## config.mk

```make
export PLATFORM = sky130hd
export DESIGN_NAME = mac_array_stream
export DESIGN_NICKNAME = d
export VERILOG_FILES = /design/src/rtl/mac_array_stream.sv
export SDC_FILE = /design/constraint.sdc
export NUM_CORES = 1
export LEC_CHECK = 0
export CORE_MARGIN = 4
export CORE_UTILIZATION = 46
export CTS_CLUSTER_SIZE = 8
export DETAILED_ROUTE_END_ITERATION = 6
export DONT_BUFFER_PORTS = 1
export SKIP_LAST_GASP = 1
export SYNTH_ARGS = -nofsm -noshare
export SYNTH_HDL_FRONTEND = slang
export SYNTH_SLANG_ARGS = --single-unit
```

## constraint.sdc

```tcl
create_clock -name clk -period 12.32 [get_ports clk]
set_clock_uncertainty 0.05 [all_clocks]
set_input_delay 2.464 -clock clk [delete_from_list [all_inputs] [get_ports clk]]
set_output_delay 2.464 -clock clk [all_outputs]
set_load 0.02 [all_outputs]
```

## src/rtl/mac_array_stream.sv

```systemverilog
// Streaming signed multiply-accumulate array: LANES lanes each build one dot
// product per vector and hold the result on a valid/ready port until consumed.
module mac_array_stream #(
  parameter int unsigned LANES   = 4,
  parameter int unsigned DW      = 8,
  parameter int unsigned AW      = 16,
  parameter int unsigned MAX_LEN = 256,
  parameter int unsigned CW      = $clog2(MAX_LEN + 1)
) (
  input  logic                  clk,
  input  logic                  rst_n,
  input  logic                  clear,
  input  logic                  sat_en,
  input  logic                  in_valid,
  output logic                  in_ready,
  input  logic                  in_last,
  input  logic [LANES*DW-1:0]   in_w,
  input  logic [LANES*DW-1:0]   in_x,
  output logic                  out_valid,
  input  logic                  out_ready,
  output logic [LANES*AW-1:0]   out_data,
  output logic [LANES-1:0]      out_ovf,
  output logic [CW-1:0]         out_count,
  output logic                  out_trunc
);

  localparam int unsigned PW = 2 * DW;
  localparam logic signed [AW-1:0] SMAX = {1'b0, {(AW-1){1'b1}}};
  localparam logic signed [AW-1:0] SMIN = {1'b1, {(AW-1){1'b0}}};

  typedef enum logic {ACCUM = 1'b0, HOLD = 1'b1} state_t;

  state_t                 state_q, state_d;
  logic signed [AW-1:0]   acc_q [LANES];
  logic signed [AW-1:0]   acc_d [LANES];
  logic [LANES-1:0]       ovf_q, ovf_d;
  logic [CW-1:0]          cnt_q, cnt_d;
  logic                   trunc_q, trunc_d;
  logic                   sat_q, sat_d;
  logic                   in_ready_q, in_ready_d;
  logic                   out_valid_q, out_valid_d;

  logic                   first_c;
  logic                   sat_eff_c;
  logic [CW-1:0]          cnt_inc_c;
  logic                   at_max_c;
  logic [LANES-1:0]       lane_ovf_c;
  logic signed [AW-1:0]   lane_res_c [LANES];

  assign first_c   = (cnt_q == '0);
  assign sat_eff_c = first_c ? sat_en : sat_q;
  assign cnt_inc_c = cnt_q + CW'(1);
  assign at_max_c  = (cnt_inc_c == CW'(MAX_LEN));

  // Per-lane product, AW+1-bit sum, overflow detect and wrap/saturate select.
  for (genvar g = 0; g < LANES; g++) begin : g_lane
    logic signed [DW-1:0] w_l, x_l;
    logic signed [PW-1:0] prod;
    logic signed [AW:0]   base, sum;

    assign w_l  = in_w[g*DW +: DW];
    assign x_l  = in_x[g*DW +: DW];
    assign prod = PW'(w_l) * PW'(x_l);
    assign base = first_c ? '0 : (AW+1)'(acc_q[g]);
    assign sum  = (AW+1)'(prod) + base;
    assign lane_ovf_c[g] = sum[AW] ^ sum[AW-1];
    assign lane_res_c[g] = (lane_ovf_c[g] && sat_eff_c) ? (sum[AW] ? SMIN : SMAX)
                                                          : sum[AW-1:0];
    assign out_data[g*AW +: AW] = acc_q[g];
  end

  // Next-state and datapath update.
  always_comb begin
    state_d = state_q;
    ovf_d   = ovf_q;
    cnt_d   = cnt_q;
    trunc_d = trunc_q;
    sat_d   = sat_q;
    for (int i = 0; i < LANES; i++) acc_d[i] = acc_q[i];

    case (state_q)
      ACCUM: begin
        if (in_valid) begin
          for (int i = 0; i < LANES; i++) acc_d[i] = lane_res_c[i];
          ovf_d   = (first_c ? '0 : ovf_q) | lane_ovf_c;
          sat_d   = sat_eff_c;
          cnt_d   = cnt_inc_c;
          trunc_d = at_max_c && !in_last;
          if (in_last || at_max_c) state_d = HOLD;
        end
      end
      HOLD: begin
        if (out_ready) begin
          state_d = ACCUM;
          cnt_d   = '0;
        end
      end
      default: state_d = ACCUM;
    endcase

    // Abort wins over any beat or handshake in the same cycle.
    if (clear) begin
      state_d = ACCUM;
      ovf_d   = '0;
      cnt_d   = '0;
      trunc_d = 1'b0;
      sat_d   = 1'b0;
      for (int i = 0; i < LANES; i++) acc_d[i] = '0;
    end

    in_ready_d  = (state_d == ACCUM);
    out_valid_d = (state_d == HOLD);
  end

  always_ff @(posedge clk) begin
    if (!rst_n) begin
      state_q     <= ACCUM;
      ovf_q       <= '0;
      cnt_q       <= '0;
      trunc_q     <= 1'b0;
      sat_q       <= 1'b0;
      in_ready_q  <= 1'b1;
      out_valid_q <= 1'b0;
      for (int i = 0; i < LANES; i++) acc_q[i] <= '0;
    end else begin
      state_q     <= state_d;
      ovf_q       <= ovf_d;
      cnt_q       <= cnt_d;
      trunc_q     <= trunc_d;
      sat_q       <= sat_d;
      in_ready_q  <= in_ready_d;
      out_valid_q <= out_valid_d;
      for (int i = 0; i < LANES; i++) acc_q[i] <= acc_d[i];
    end
  end

  assign in_ready  = in_ready_q;
  assign out_valid = out_valid_q;
  assign out_ovf   = ovf_q;
  assign out_count = cnt_q;
  assign out_trunc = trunc_q;

endmodule

```

* Yosys cells after proc, flatten, opt, wreduce, memory -nomap -nowiden
Memory sizes are Yosys's and may differ from the RTL's. Cells that the tools add are included.
Word-level totals: output and inout bits 80, memory bits (writable) 64, flip-flop bits (word level) 17, word-level logic and storage cells 73, memories 1, bits of input ports 71
Memories:
- acc_q | words 4, width 16, read ports 4, clocked after Yosys merged registers in 0, wr ports 4, line 34 | logic signed [AW-1:0] acc_q [LANES];
Cells by class: multiply operators 4, muxes and demuxes 31, add/subtract/negate cells 5, bitwise gates (word level) 12, reduce and logical (&&, ||, !) cells 11, eq/ne operators 3
Operator list (count):
- 16-bit two-way mux | 12
- 64-bit two-way mux | 3
- 16-bit by 17-bit adder with 17-bit output | 4
- 17-bit two-way mux | 4
- 8-bit by 8-bit multiplier with 16-bit output | 4
- 9-bit two-way mux | 2
- 9-bit case mux with 2 select lines | 1
- 9-bit by 1-bit adder with 9-bit output (second input constant) | 1
- 9-bit equality test (second input constant) | 1
- 9-bit logical NOT | 1
- 1-bit two-way mux | 7
- 1-bit logical AND | 5
- 4-bit two-way mux | 1
- 2-bit inequality test (second input constant) | 2
- 1-bit OR | 4
- 4-bit OR | 1
- 2-bit AND reduction | 2
- 1-bit bitwise XOR | 4
- 1-bit inverter | 3
- 1-bit case mux with 2 select lines | 1
- 2-bit OR reduction | 1
- 1-bit logical NOT | 1
- 1-bit logical OR | 1

* Logic depth before layout (Yosys ltp)
Gate-level depths: netlist of run 1.
depth in word-level cells 10, mapped depth 25

* Worst setup path before layout of run 1
OpenSTA, ideal clock, no wires.
kind input port to flip-flop, start point input in_w[23], end point memory acc_q[2][4], arrival 7.420 ns, buffers on the path 2, required time 12.128 ns, path slack 4.708 ns, stages on the path 18, setup time 0.142 ns, cells stage by stage and2_1 inv_1 fa_1 inv_1 fa_1 fa_1 fa_1 fa_1 ha_1 o21ai_0 o21ai_1 nand3_1 a31oi_1 or3_1 clkbuf_1 a2111oi_4 buf_2 a2111oi_2
RTL lines:
- start: declaration | line 17 | input logic [LANES*DW-1:0] in_w,
- end: declaration | line 34

==> summary.md, run 1 <==
| Metric | Value |
|---|---|
| DR iter-0 viols | ~570 |
| Post-Syn Nets | 2177 |
| Seq/Total Area, Yosys | 0.104 |
| Peak Freq | 0.126 GHz |
| Routing usage on met2 | 0.361 |
| Clock H-tree levels | 3 |
| Dpl hpwl | 30.8 mm |
| Pleak | approximately 8 nW |
| Layer with the highest usage | met2 |
| CTS resizes | 0 |
| Layout area overhead | 4.80% |
| Root buf cell | clkbuf_16 |
| Critical path's largest stage delay | 1.02 ns |
| Yosys Warn Count | 0 |
| Bufs on Longest Clock Path | 2 |
| Clk sinks | 81 |
| Number of synthesized register bits | between 80 and 90 |
| Max Cap Viol | 0 |
| Via count | 10.9k |
| Slowest stage cell, crit path | a2111oi_4 |
| Initial Util | 0.467 |
| GR Layer Usage met3 | 0.0512 |
| Worst Hold Class | flop to flop |
| Clk pin slew, worst setup/hold paths | 0.06 ns |
| Die W | 193 µm |
| Largest net degree at the start of global routing | 68 |
| EDFF count, synth | 0 |
| Setup Buffers After CTS | 0 |
| Hold buffer count at CTS | 0 |
| Aggregate global routing overflow | 0 |
| Total Routed Length | 36.2 mm |
| Outcome | completed |
| First-pass GRT wire length | 61.2 mm |
| Dpl cells | between 2k and 2.5k |
| Avg Cell Area, Syn | 9.53 µm² |
| Setup-failing EPs final | 0 |
| RSZ-0062 raised after global routing | no |
| Finished Layout Cells | 2075 |
| CP cell instances | and2_1, inv_1, fa_1, inv_1, fa_1, fa_1, fa_1, fa_1, ha_1, o21ai_0, o21ai_1, nand3_1, a31oi_1, or3_1, a2111oi_4, a2111oi_0 |
| Drt drc | 0 |
| Final RePlAce weighted congestion | 0.839 |
| IR drop worst, VDD | between 0.0001 and 0.00015 V |
| Port bufs | 0 |
| Final Max Tran Viols | 0 |
| Setup Crit Path Kind | primary input to flop |
| TritonCTS clock tree | yes |
| GRT Overall Usage | 0.207 |
| Largest delay share family, worst path | adder cells |
| Final Hold Viols | 0 |
| Most frequent cell on the critical path | fa_1 |
| Worst Path Required | 12.44 ns |
| Crit path DAT | approximately 8 ns |
| Via density | 5.25 |
| Crit path buf inv count | 2 |
| Commonest non-fill, non-tap cells in the layout | inv_1 (334), fa_1 (304), nand2_1 (172) |
| Rows | 67 |
| Met1 Use GR | 0.266 |
| Ranking of synthesized cells by area | fa_1 (39%), ha_1 (13%), dfxtp_1 (10%), inv_1 (8.0%), and2_1 (5.7%) |
| Final setup margin | 4.40 ns |
| Ys flop type | dfxtp_1 |
| Slew margin rel. | 0.256 |
| Area share of the largest cell type after synthesis | 0.389 |
| Distinct cells, synth | 60 |
| Pin slew with the least headroom to its limit | 1.11 ns |
| I/O pin cnt | around 150 |
| CP endpoint kind | flop |
| Core area | 33500 µm² |
| Vias in the first global route | ~12k |
| Die Y-Extent | ~190 µm |
| Cells after Synth | 1644 |
| Period utilization | 0.643 |
| CTS Buf Count | 9 |
| FFs w/ async S/R, synth | 0 |
| Pwr dens | 221 nW/µm² |
| Final nets | 2153 |
| Initial DRT Pass Iterations | 5 |
| Minimum clock period | roughly 7.9 ns |
| Most common cell after layout, fill and taps aside | inv_1 |
| CP max FO | 14 |
| Clock Latency Late Sink | 0.34 ns |
| Mapped cell area | roughly 16000 µm² |
| Post-place setup slack | ~4 ns |
| CP startpoint kind | primary input |
| Routed Antenna Nets | 0 |
| Layout cells sized above 1 | 0.0591 |
| R2R setup slack | 4.98 ns |
| Initial antenna violation count | 2 |
| Post-synth top area cell | fa_1 |
| Die area | 37100 µm² |
| Routed wire per std cell | 17.4 µm |
| Setup_tns | 0 ns |
## worst min-delay path, cell delays in order (launching register included)
cell and delay, ns:
dfxtp_1 0.33, o21ai_0 0.07, a21oi_1 0.06
## power by group
part / switching [mW] / internal [mW] / total (mW)
sequential: 0.164 / 0.325 / 0.488
combinational: 1.63 / 1.21 / 2.84
clock: 0.112 / 0.184 / 0.296
## path summary, 6_finish.rpt
path / start / end / cells past startpoint
hold / removal: sat_q / sat_q / 2
setup / recovery: in_w[23] / acc_q[2][2] / 16
setup reg to reg: out_count[0] / acc_q[0][14] / 20
hold reg to reg: sat_q / sat_q / 2
## synthesized netlist by cell type, types with 5 or more instances
| cell | count |
|---|---|
| nand2_1 | 172 |
| clkbuf_1 | 28 |
| nand2b_1 | 10 |
| nor3_1 | 15 |
| o21bai_1 | 10 |
| and2_1 | 142 |
| a21oi_1 | 41 |
| a21o_1 | 14 |
| xor2_1 | 15 |
| ha_1 | 158 |
| dfxtp_1 | 81 |
| a2111oi_2 | 10 |
| nand3_1 | 15 |
| nor2_1 | 74 |
| inv_1 | 334 |
| o21ai_0 | 25 |
| o221a_2 | 43 |
| fa_1 | 304 |
| a31oi_1 | 10 |
| o31ai_1 | 6 |
| nand4_1 | 5 |
| o21ai_1 | 9 |
| xnor2_1 | 59 |
## registers in the layout, summed over array words and instances (netlist names)
signal	flops
out_trunc	1
in_ready	1
acc_q	64
out_count	9
sat_q	1
out_ovf	4
out_valid	1
## cell type report
type                            count  area (µm²)
Antenna cell                        2        5.00
Clock buffer                       10         239
Clock inverter                      6        90.1
Fill cell                        3252       17100
Inverter                          335        1260
Multi-Input combinational cell   1191       12600
Sequential cell                    81        1620
Tap cell                          448         561
Timing Repair Buffer                2        15.0
## metal layers
layer | share of wire | vias up
met5 | 0 | -
met4 | 0.016 | 0
met3 | 0.059 | 28
met2 | 0.50 | 184
met1 | 0.42 | 5546
li1 | - | 5130
## through the flow
step / power (mW) / util / hold slack (ns) / instance area (µm²)
final: 3.63 / 0.489 / 0.458 / 16400
after global routing: 4.09 / 0.489 / 0.516 / 16400
after CTS: 3.69 / 0.489 / 0.460 / 16400
after detailed placement: 3.36 / 0.480 / 0.451 / 16100
after global placement: 3.32 / 0.480 / 0.443 / 16100
after floorplan: 2.75 / - / 0.436 / 15700
## cells by family (layout without fill, tap and decap cells)
| logic type | count (synthesis) | after routing | share of synthesized area |
|---|---|---|---|
| fa+ha+maj | 462 | 462 | 0.515 |
| simple gates | 451 | 451 | 0.140 |
| buf+inv | 372 | 353 | 0.0916 |
| compound gates | 201 | 201 | 0.106 |
| flops | 81 | 81 | 0.104 |
| xor+xnor | 75 | 75 | 0.0424 |
| mux | 2 | 2 | 0.00208 |
| other cells | 0 | 2 | 0 |
No activity file was read; power rests on OpenSTA's default activity.
==> run 2, diff against run 1 <==
==> constraint.sdc (replaced) <==
create_clock -name clk -period 7.45 [get_ports clk]
set_clock_uncertainty 0.05 [all_clocks]
set_input_delay 1.49 -clock clk [delete_from_list [all_inputs] [get_ports clk]]
set_output_delay 1.49 -clock clk [all_outputs]
set_load 0.02 [all_outputs]
==> run 2 against run 1 <==
  * Sequential power grew 64%
  * Worst hold slack gained 0.0086 ns
  * First-iteration DRC count shrank 16%
  * Highest routed layer unchanged
  * Sequential cell count is the same
  * Critical path type is now flop to flop
==> summary.md, run 2 (same netlist as run 1, synthesis figures left out) <==
| Metric | Value |
|---|---|
| Finished Layout Cells | 2084 |
| Setup_tns | 0 ns |
| Routed Antenna Nets | 0 |
| TritonCTS clock tree | yes |
| CP Launch Point | out_count[4] |
| First-pass GRT wire length | 60.9 mm |
| Die Y-Extent | 193 µm |
| Root buf cell | clkbuf_16 |
| Minimum clock period | between 6 and 7 ns |
| Initial antenna violation count | 0 |
| P_int | 2.90 mW |
| Slowest stage cell, crit path | o31ai_2 |
| R2R Path Start | out_count[4] |
| CTS resizes | 0 |
| Via count | 10.9k |
| Pleak | 8.16 nW |
| Layout cells sized above 1 | 0.0654 |
| Period utilization | 0.936 |
| DR iter-0 viols | 477 |
| Clock H-tree levels | 3 |
| Hold path startpoint | sat_q |
| CTS Buf Count | 9 |
| Max Cap Viol | 0 |
| Die area | 37100 µm² |
| Slew margin rel. | 0.312 |
| Layout area overhead | 5.34% |
| Bufs on Longest Clock Path | 2 |
| Routed wire per std cell | 17.2 µm |
| Rows | 67 |
| Worst R2R Path Depth | 19 |
| Total Routed Length | 35.8 mm |
| GRT Overall Usage | 0.205 |
| Tot Pwr | between 6 and 7 mW |
| Port bufs | 0 |
| Final Max Tran Viols | 0 |
| Final RePlAce weighted congestion | 0.837 |
| RSZ-0062 raised after global routing | no |
| Setup-failing EPs final | 0 |
| Initial Util | 0.467 |
| Dpl cells | 2069 |
| Core area | around 34000 µm² |
| Die W | 193 µm |
| Aggregate global routing overflow | 0 |
| Clk sinks | a little over 80 |
| Largest net degree at the start of global routing | 39 |
| Fin util | 0.492 |
| Clock Latency Late Sink | roughly 0.34 ns |
| Outcome | completed |
| Clk pin slew, worst setup/hold paths | 0.06 ns |
| Peak Freq | around 0.14 GHz |
| Part of the power in registers | 0.133 |
| CP endpoint kind | flop |
| Final Hold Viols | 0 |
| Sw Pwr | 3.13 mW |
| Comb power frac | 0.787 |
| Share of power burned in the clock network | 0.080 |
| Final nets | 2165 |
| Initial DRT Pass Iterations | 5 |
| Drt drc | 0 |
| Most frequent cell on the critical path | fa_1 |
| Register Area | between 1500 and 2000 µm² |
| Ant. Diodes | 0 |
| Crit path DAT | between 7 and 8 ns |
| Most common cell after layout, fill and taps aside | inv_1 |
| CP max FO | 34 |
| Switching share of power | 0.519 |
| I/O pin cnt | approximately 150 |
| Pin slew with the least headroom to its limit | 1.03 ns |
| Max FFs per register | between 60 and 70 |
| Setup Crit Path Kind | flop to flop |
| Number of cells on the worst hold path | 2 |
| Pwr dens | 365 nW/µm² |
| # fillers | 3239 |
| Largest reg by FF count | acc_q |
| Critical path's largest stage delay | roughly 0.86 ns |
| Setup Buffers After CTS | 0 |
| IR drop worst, VDD | 0.000211 V |
| Commonest non-fill, non-tap cells in the layout | inv_1 (334), fa_1 (304), nand2_1 (172) |
| CP startpoint kind | flop |
| CP cell instances | or4_1, nor2_2, nand3_4, buf_4, buf_4, and2_1, fa_1, inv_1, fa_1, fa_1, inv_1, fa_1, ha_1, ha_1, nand4_1, o21ai_1, xnor2_1, o31ai_2, o221a_2 |
| Worst Path Required | about 7.7 ns |
| Final Hold Slack | 0.467 ns |
| Via density | 5.22 |
| Vias in the first global route | 11.9k |
| Dpl hpwl | 30.9 mm |
| Hold buffer count at CTS | 0 |
| Worst Hold Class | flop to flop |
| Area of the multi-input gates | 12600 µm² |
## run 2: cell count changes in the layout (fill, tap and decap cells not counted)
| cell | delta |
|---|---|
| diode_2 | -2 |
| buf_4 | +12 |
| clkinv_4 | -1 |
| clkinvlp_4 | +1 |
| a31oi_2 | -1 |
| inv_6 | -1 |
| a31oi_4 | +1 |
## run 2: through the flow
step	area [µm²]	setup WS (ns)
2_1_floorplan	15700	0.812
3_3_place_gp	16200	0.442
3_5_place_dp	16200	0.399
4_1_cts	16500	0.355
5_1_grt	16500	0.0820
6_report	16500	0.480
## run 2: path summary, 6_finish.rpt
check                end  slack (ns)
min                sat_q        0.47
max reg2reg  acc_q[0][0]        0.48
min reg2reg        sat_q        0.47
max          acc_q[0][0]        0.48
## run 2: power by group through the flow
stage / registers, mW / logic (mW) / clock network, mW
6_report: 0.801 / 4.74 / 0.483
5_1_grt: 0.819 / 5.47 / 0.514
3_5_place_dp: 0.815 / 4.78 / 0
2_1_floorplan: 0.732 / 3.81 / 0
4_1_cts: 0.807 / 4.82 / 0.494
3_3_place_gp: 0.819 / 4.73 / 0
## run 2: area by class of cell
type,count,area share
sequential,81,0.0983
clock buffer,10,0.0145
inverter,335,0.0762
timing repair buffer,14,0.00637
clock inverter,5,0.00485
multi-input combinational,1191,0.766
tap,448,0.0340
## run 2: layer usage
layer  GRT usage  up-vias  share of wire
met5           0        -              0
met4      0.0239        0         0.0070
met3      0.0474       18          0.062
met2       0.364      174           0.51
met1       0.264     5537           0.42
li1            -     5149              -
## run 2: worst max-delay path, delay by kind of cell (launching register included)
family	cells	cell delay (ns)
flip-flops	1	0.44
adder cells (fa/ha/maj)	6	2.77
buffers and inverters	4	0.67
AO/OA/AOI/OAI	3	1.37
AND/OR/NAND/NOR	5	1.48
XOR/XNOR	1	0.11
